--- src/rtl/fp_pkg.sv ---
// rtl/fp_pkg.sv - shared types and constants for the FP normalise/round block
package fp_pkg;
  localparam int MANT_W = 24;
  localparam int EXP_W  = 8;

  localparam logic [EXP_W-1:0] EXP_MAX = 8'hFF;
  localparam logic [31:0]      FP_ZERO = 32'h0000_0000;
  localparam logic [31:0]      FP_INF  = 32'h7F80_0000;

  typedef enum logic [1:0] {
    ST_IDLE  = 2'd0,
    ST_NORM  = 2'd1,
    ST_ROUND = 2'd2,
    ST_DONE  = 2'd3
  } state_t;

  function automatic logic [31:0] fp_inf(input logic sign);
    return {sign, FP_INF[30:0]};
  endfunction
endpackage

--- src/rtl/fp_round_inc.sv ---
// rtl/fp_round_inc.sv - mantissa incrementer built as a ripple of half-adder cells
module fp_round_inc
  import fp_pkg::*;
(
  input  logic [MANT_W-1:0] a,
  input  logic              cin,
  output logic [MANT_W-1:0] sum,
  output logic              cout
);
  logic [MANT_W:0] carry;

  assign carry[0] = cin;

  for (genvar i = 0; i < MANT_W; i++) begin : g_ha
    assign sum[i]       = a[i] ^ carry[i];
    assign carry[i+1]   = a[i] & carry[i];
  end

  assign cout = carry[MANT_W];
endmodule

--- src/rtl/fp_norm_round.sv ---
// rtl/fp_norm_round.sv - normalises a raw mantissa sum one bit per cycle and rounds to nearest-even
module fp_norm_round
  import fp_pkg::*;
(
  input  logic        clk,
  input  logic        rst,
  input  logic        in_valid,
  output logic        in_ready,
  input  logic [24:0] in_sum,
  input  logic [7:0]  in_exp,
  input  logic        in_sign,
  output logic        out_valid,
  input  logic        out_ready,
  output logic [31:0] out_result,
  output logic        out_zero,
  output logic        out_overflow,
  output logic        out_underflow
);
  state_t             state_q, state_d;
  logic [MANT_W:0]    mant_q, mant_d;
  logic [EXP_W-1:0]   exp_q, exp_d;
  logic               sign_q, sign_d;
  logic               guard_q, guard_d;
  logic [31:0]        result_q, result_d;
  logic               zero_q, zero_d;
  logic               ovf_q, ovf_d;
  logic               unf_q, unf_d;
  logic               valid_q, valid_d;
  logic               ready_q, ready_d;

  logic [MANT_W-1:0]  inc_sum;
  logic               inc_cout;

  // Ties round up only when the dropped guard bit is set and the kept LSB is odd.
  fp_round_inc u_round_inc (
    .a    (mant_q[MANT_W-1:0]),
    .cin  (guard_q & mant_q[0]),
    .sum  (inc_sum),
    .cout (inc_cout)
  );

  always_comb begin
    state_d  = state_q;
    mant_d   = mant_q;
    exp_d    = exp_q;
    sign_d   = sign_q;
    guard_d  = guard_q;
    result_d = result_q;
    zero_d   = zero_q;
    ovf_d    = ovf_q;
    unf_d    = unf_q;
    valid_d  = valid_q;
    ready_d  = ready_q;

    case (state_q)
      ST_IDLE: begin
        if (in_valid && ready_q) begin
          mant_d  = in_sum;
          exp_d   = in_exp;
          sign_d  = in_sign;
          guard_d = 1'b0;
          zero_d  = 1'b0;
          ovf_d   = 1'b0;
          unf_d   = 1'b0;
          ready_d = 1'b0;
          state_d = ST_NORM;
        end
      end

      ST_NORM: begin
        if (mant_q == '0) begin
          result_d = FP_ZERO;
          zero_d   = 1'b1;
          valid_d  = 1'b1;
          state_d  = ST_DONE;
        end else if (exp_q == EXP_MAX) begin
          result_d = fp_inf(sign_q);
          ovf_d    = 1'b1;
          valid_d  = 1'b1;
          state_d  = ST_DONE;
        end else if (mant_q[MANT_W]) begin
          mant_d  = {1'b0, mant_q[MANT_W:1]};
          guard_d = mant_q[0];
          exp_d   = exp_q + 8'd1;
          if (exp_q == EXP_MAX - 8'd1) begin
            result_d = fp_inf(sign_q);
            ovf_d    = 1'b1;
            valid_d  = 1'b1;
            state_d  = ST_DONE;
          end else begin
            state_d = ST_ROUND;
          end
        end else if (mant_q[MANT_W-1]) begin
          guard_d = 1'b0;
          state_d = ST_ROUND;
        end else if (exp_q > 8'd1) begin
          mant_d = {mant_q[MANT_W-1:0], 1'b0};
          exp_d  = exp_q - 8'd1;
        end else begin
          result_d = {sign_q, 31'b0};
          unf_d    = 1'b1;
          valid_d  = 1'b1;
          state_d  = ST_DONE;
        end
      end

      ST_ROUND: begin
        mant_d  = {inc_cout, inc_sum};
        valid_d = 1'b1;
        state_d = ST_DONE;
        // A carry out of the incrementer leaves 1.000..0, so only the exponent moves.
        if (inc_cout) begin
          exp_d = exp_q + 8'd1;
          if (exp_q == EXP_MAX - 8'd1) begin
            result_d = fp_inf(sign_q);
            ovf_d    = 1'b1;
          end else begin
            result_d = {sign_q, exp_q + 8'd1, 23'h0};
          end
        end else begin
          result_d = {sign_q, exp_q, inc_sum[MANT_W-2:0]};
        end
      end

      ST_DONE: begin
        if (out_ready) begin
          valid_d = 1'b0;
          ready_d = 1'b1;
          state_d = ST_IDLE;
        end
      end

      default: begin
        state_d = ST_IDLE;
        valid_d = 1'b0;
        ready_d = 1'b1;
      end
    endcase
  end

  always_ff @(posedge clk or posedge rst) begin
    if (rst) begin
      state_q  <= ST_IDLE;
      mant_q   <= '0;
      exp_q    <= '0;
      sign_q   <= 1'b0;
      guard_q  <= 1'b0;
      result_q <= '0;
      zero_q   <= 1'b0;
      ovf_q    <= 1'b0;
      unf_q    <= 1'b0;
      valid_q  <= 1'b0;
      ready_q  <= 1'b1;
    end else begin
      state_q  <= state_d;
      mant_q   <= mant_d;
      exp_q    <= exp_d;
      sign_q   <= sign_d;
      guard_q  <= guard_d;
      result_q <= result_d;
      zero_q   <= zero_d;
      ovf_q    <= ovf_d;
      unf_q    <= unf_d;
      valid_q  <= valid_d;
      ready_q  <= ready_d;
    end
  end

  assign in_ready      = ready_q;
  assign out_valid     = valid_q;
  assign out_result    = result_q;
  assign out_zero      = zero_q;
  assign out_overflow  = ovf_q;
  assign out_underflow = unf_q;
endmodule

--- config.mk ---
export PLATFORM = sky130hd
export DESIGN_NAME = fp_norm_round
export DESIGN_NICKNAME = d
export VERILOG_FILES = /design/src/rtl/fp_pkg.sv /design/src/rtl/fp_round_inc.sv /design/src/rtl/fp_norm_round.sv
export SDC_FILE = /design/constraint.sdc
export NUM_CORES = 1
export LEC_CHECK = 0
export ABC_AREA = 1
export BUFFER_PORTS_ARGS = -buffer_cell sky130_fd_sc_hd__buf_2
export CORE_UTILIZATION = 37
export DETAILED_ROUTE_END_ITERATION = 6
export PLACE_DENSITY = 0.55
export SLEW_MARGIN = 20
export SYNTH_ARGS = -nofsm -noshare
export SYNTH_HDL_FRONTEND = slang
export SYNTH_HIERARCHICAL = 1
export SYNTH_SLANG_ARGS = --single-unit
export TNS_END_PERCENT = 20
--- constraint.sdc ---
create_clock -name clk -period 7.1 [get_ports clk]
set_input_delay 0.355 -clock clk [delete_from_list [all_inputs] [get_ports clk]]
set_output_delay 0.355 -clock clk [all_outputs]
set_load 0.01 [all_outputs]
# Word level (Yosys, flattened, before mapping)
# Cells that the tools add are included.
[classes]
addsub = 2
magnitude_cmp = 1
n_eq_ne = 22
n_mux = 61
bitwise = 49
n_reduce_logical = 20
[op_table]
columns = ["cell", "count"]
rows = [
  ["2-to-1 mux 32 bit", 6],
  ["2-to-1 mux 25 bit", 3],
  ["case mux 25 bit (3 select lines)", 1],
  ["2-to-1 mux 24 bit", 3],
  ["case mux 32 bit (2 select lines)", 1],
  ["2-to-1 mux 31 bit", 2],
  ["2-to-1 mux 8 bit", 7],
  ["AND 1 bit", 25],
  ["logical NOT 25 bit", 1],
  ["case mux 8 bit (3 select lines)", 1],
  ["XOR 1 bit", 24],
  ["2-to-1 mux 1 bit", 23],
  ["inequality test 2 bit (second input constant)", 9],
  ["== test 8 bit (second input constant)", 2],
  ["inequality test 5 bit (second input constant)", 3],
  ["AND reduction 5 bit", 3],
  ["2-to-1 mux 2 bit", 7],
  ["AND reduction 7 bit", 2],
  ["inequality test 3 bit (second input constant)", 4],
  ["AND reduction 3 bit", 3],
  ["adder 8 x 1 -> 8 bit (second input constant)", 1],
  ["> comparator 8 x 1 -> 1 bit (second input constant)", 1],
  ["case mux 1 bit (2 select lines)", 4],
  ["case mux 2 bit (4 select lines)", 1],
  ["12 further kinds", 18],
]
[totals]
regBits = 74
out_inout_bits = 37
elab_cells = 167

# Logic depth before layout (Yosys ltp)
[depth]
depth_word = 27
mapped_depth = 32

# By module
# Netlist, hierarchy kept.
[modules_own_cells]
columns = ["mod", "n_inst", "cells_per_inst", "area_each_um2", "seq_area_each_um2"]
rows = [
  ["fp_norm_round", 1, 665, 4834.6, 1853.0],
  ["fp_round_inc", 1, 24, 300.3, 0.0],
]

# Least setup slack after synthesis
# OpenSTA, ideal clock, no wires.
[synth_timing]
kind = "register -> register"
from = "register mant_q[0]"
to = "register result_q[3] (netlist: out_result[3])"
setup_ns = 0.074
arrival_time_ns = 5.467
path_slack_ns = 1.559
stages_incl_launch_ff = 32
cell_sequence = "dfrtp_1 nand2_1 inv_1 ha_1 ha_1 ha_1 ha_1 ha_1 ha_1 ha_1 ha_1 ha_1 ha_1 ha_1 ha_1 ha_1 ha_1 ha_1 ha_1 ha_1 ha_1 ha_1 ha_1 ha_1 ha_1 ha_1 ha_1 nor2_1 buf_2 clkbuf_1 nand2_1 o21ai_2"
[synth_between]
elab_chain_cells = 27
word_cells_on_any_way = 34
cone_classes = "3 x eq/ne; 3 x mux; 26 x bitwise; 2 x reduce/logical"
[synth_lines]
columns = ["element", "line_no", "source"]
rows = [
  ["start, declared", "fp_norm_round.sv:20", "logic [MANT_W:0] mant_q, mant_d;"],
  ["start signal, assigned", "fp_norm_round.sv:156", "mant_q <= mant_d;"],
  ["AND 1 bit", "fp_norm_round.sv:37", ".cin (guard_q & mant_q[0]),"],
  ["AND 1 bit (*) (24 in series)", "fp_round_inc.sv:16", "assign carry[i+1] = a[i] & carry[i];"],
  ["net inc_cout", "fp_norm_round.sv:32", "logic inc_cout;"],
  ["2-to-1 mux 31 bit (*)", "fp_norm_round.sv:112", "if (inc_cout) begin"],
  ["case mux 32 bit (2 select lines) (*)", "fp_norm_round.sv:55", "case (state_q)"],
  ["end signal, assigned", "fp_norm_round.sv:160", "result_q <= result_d;"],
  ["end, declared", "fp_norm_round.sv:24", "logic [31:0] result_q, result_d;"],
]
# The timed path passes the listed nets; every way through them passes the cells marked *.
# A chain may end at the register's enable or synchronous reset.

# Worst setup path in the final report
[layout_timing]
from = "register mant_q[0]"
to = "register exp_q[2]"
[layout_between]
elab_chain_cells = 27
word_cells_on_any_way = 29
cone_classes = "2 x eq/ne; 25 x bitwise; 2 x reduce/logical"
[layout_lines]
columns = ["element", "line_no", "source"]
rows = [
  ["AND 1 bit", "fp_norm_round.sv:37", ""],
  ["AND 1 bit (*) (24 in series)", "fp_round_inc.sv:16", ""],
  ["net inc_cout", "fp_norm_round.sv:32", ""],
  ["inequality test 2 bit (no source line) (*)", "n/a", ""],
  ["AND reduction 7 bit (no source line) (*)", "n/a", ""],
  ["end signal, assigned", "fp_norm_round.sv:157", "exp_q <= exp_d;"],
  ["end, declared", "fp_norm_round.sv:21", "logic [EXP_W-1:0] exp_q, exp_d;"],
]
# Marks and branches as above.

==> metrics.md <==
| Metric | Value |
|---|---|
| CTS Buffer Depth | `2` |
| RSZ-0062 raised after global routing | `false` |
| DR WL/cell | `between 15 and 20 um` |
| Clock transition at path regs | `roughly 60 ps` |
| Syn Area/Cell | `7.45 sq um` |
| Router iterations before antenna repair | `5` |
| Post-synth top cells | `nand2_1, dfrtp_1, nor2_1` |
| Area fraction of the dominant cell type after synthesis | `0.356` |
| CTS Buf Count | `9` |
| Fin. max-slew vios | `0` |
| Most Crowded Layer GR | `met1` |
| Period Utilization, post-route | `0.860` |
| Remaining antenna violation count after routing | `0` |
| Share of cells above drive strength 1 | `0.223` |
| Root buf cell | `clkbuf_16` |
| Headroom to the max-slew limit | `0.315` |
| YS warnings | `6` |
| M2 GR Usage | `0.311` |
| Post-route DRC | `0` |
| Final worst path period need | `roughly 6000 ps` |
| Setup violations, final | `0` |
| Fin Hold WS | `~250 ps` |
| R2r endpoint | `exp_q[2]$_DFFE_PP0P_` |
| Clock skew | `around 9 ps` |
| CP Capture Point | `exp_q[2]$_DFFE_PP0P_` |
| Max VDD drop | `between 0.0001 and 0.00015 V` |
| Tot GR Track Use | `0.210` |
| Crit path launch | `mant_q[0]$_DFFE_PP0P_` |
| WS Path Type | `reg -> reg` |
| Startpoint Class | `flop` |
| Number of I/O pins | `75` |
| Skew-Pair Late Insertion Delay | `340 ps` |
| Max-cap viol count | `0` |
| Peak Freq | `164 MHz` |
| Clock Sinks | `74` |
| Met1 Track Usage GR | `0.313` |
| PwrDens | `between 150 and 200 nW/um^2` |
| Hold WC Path Type | `in -> reg` |
| Register area share after synthesis | `0.361` |
| Die Ht | `between 100 and 150 um` |
| # rows | `42` |
| H-tree depth | `3` |
| CORE AREA | `13400 sq um` |
| Critical Path RT | `7300 ps` |
| Vias after detailed routing | `between 4000 and 5000` |
| HP Start | `in_sign` |
| Most used cell, CP | `ha_1` |
| Synthesized cell area | `about 5000 sq um` |
| TNS Setup | `0 ps` |
| Vias in the first global route | `4576` |
| Hold_buf cts | `0` |
| DR vias/cell | `5.21` |
| Ys flop type | `dfrtp_1` |
| Starting density of the core | `0.383` |
| Gr ovfl total | `0` |
| Placed cell area | `about 5600 sq um` |
| Grt met3 use | `0.0280` |
| Iter 0 DRT Violations | `321` |
| Netlist cell types | `38` |
| DP Wirelength | `between 10000 and 15000 um` |
| Ant diodes | `0` |
| FF-to-FF path depth | `31` |
| Area delta synth->final | `13.9%` |
| R2R setup slack | `between 900 and 1000 ps` |
| Buffers added on ports | `74` |
| Post-route design area | `5850 sq um` |
| Ys async rst share | `1.00` |
| Global-route wire length before repair | `~24000 um` |
| Pin count of the biggest net entering global routing | `75` |
| GP Congestion | `0.885` |
| Net Count, Synth | `between 700 and 800` |
| Tightest Pin Transition | `roughly 1000 ps` |
| Post-CTS setup buffers | `0` |
| Crit path arrival time | `6310 ps` |
| Main area contributors after synthesis | `dfrtp_1, nand2_1, ha_1` |
| Setup crit end kind | `flop` |
| CP max stage delay | `roughly 430 ps` |
| Die X | `120 um` |
| Count leader, synth | `nand2_1` |
| Final WL | `roughly 14000 um` |
| Worst Path Max Fanout | `28` |
| Synth Instances | `~690` |
| Final hold vios | `0` |
| Final-stage net count | `about 800` |
| Worst R2R Start | `mant_q[0]$_DFFE_PP0P_` |
| Crit-path slowest cell | `dfrtp_1` |
| #FFs+latches synth | `74` |
| Die area | `around 14000 sq um` |
| Area leader, netlist | `dfrtp_1` |
| Number of gates resized after cts | `0` |
| Number of synthesized flops with an enable pin | `0` |
| Leak Pwr | `0.00283 uW` |
| Status | `finished, final reports clean` |
| TritonCTS clock tree | `built` |
| Initial antenna violation count | `0` |
routing by layer:
layer  share of wire  up-vias  wire length (um)
met5               0        -                 0
li1                -     2413                 -
met2            0.42      130              6050
met1            0.52     2272              7470
met4           0.012        0               175
met3           0.051       13               742
cell usage in the layout (no fill, tap or decap), types with 16 or more instances in the layout:
cell type  synthesis  final
inv_2             15     16
a211oi_1          22     22
o21ai_2           28     28
nand4_1           29     29
nand2_1          180    179
nor2_1            73     72
o21ai_1           20     20
inv_1             47     46
a21oi_1           30     30
ha_1              33     33
dfrtp_1           73     73
buf_2              5     74
nand3_1           32     32
o21ai_0           29     29
worst min-delay path by stage:
stage,endpoint,cells past startpoint
after global placement,out_result[30]$_DFFE_PP0P_,2
after global routing,sign_q$_DFFE_PP0P_,2
after floorplan,guard_q$_DFFE_PP0P_,2
final,sign_q$_DFFE_PP0P_,2
after detailed placement,out_result[29]$_DFFE_PP0P_,2
after CTS,sign_q$_DFFE_PP0P_,2
report_power, final:
| part | total, uW | switching (uW) | internal (uW) | leakage [uW] |
|---|---|---|---|---|
| logic | 28.6 | 17.5 | 11.1 | 0.00180 |
| registers | 422 | 0 | 422 | 0.000895 |
| clock network | 443 | 193 | 249 | 0.000132 |
| total | 893 | 211 | 682 | 0.00283 |
metrics by stage:
stage                util  std cells  power (uW)  setup WS (ps)
finish              0.436        926         893            994
detailed placement  0.415        910         459           1020
floorplan               -        689         443           1560
CTS                 0.436        926         907            991
global route        0.436        926         924            678
global placement    0.415        910         459           1170
sequential cells by signal, indices dropped and copies added (netlist names):
register,flops
in_ready,1
sign_q,1
out_underflow,1
state_q,2
mant_q,25
out_overflow,1
exp_q,8
out_result,32
out_zero,1
out_valid,1
guard_q,1
cell families after synthesis:
family                   after synthesis  share of synthesized area
AND/OR/NAND/NOR                      339                      0.288
AO/OA/AOI/OAI                        140                      0.175
buffers and inverters                 99                     0.0889
flip-flops                            74                      0.361
adder cells (fa/ha/maj)               33                     0.0804
XOR/XNOR                               3                    0.00512
multiplexers                           1                    0.00219
cell type report:
| type | instances | area, sq um |
|---|---|---|
| clock buffers | 10 | 239 |
| clock inverters | 6 | 48.8 |
| fillers | 1437 | 7550 |
| inverters | 64 | 240 |
| multi-input cells | 516 | 2830 |
| flip-flops and latches | 74 | 1850 |
| well taps | 176 | 220 |
| repair buffers | 80 | 415 |
critical path: cells and delay by family (launching register included):
family	cells	cell delay, ps
adders and majority gates	24	4350
buffers and inverters	3	490
and+or+nand+nor	3	590
AOI/OAI and AO/OA	1	150
DFF	1	430
(Power assumes the default switching activity.)
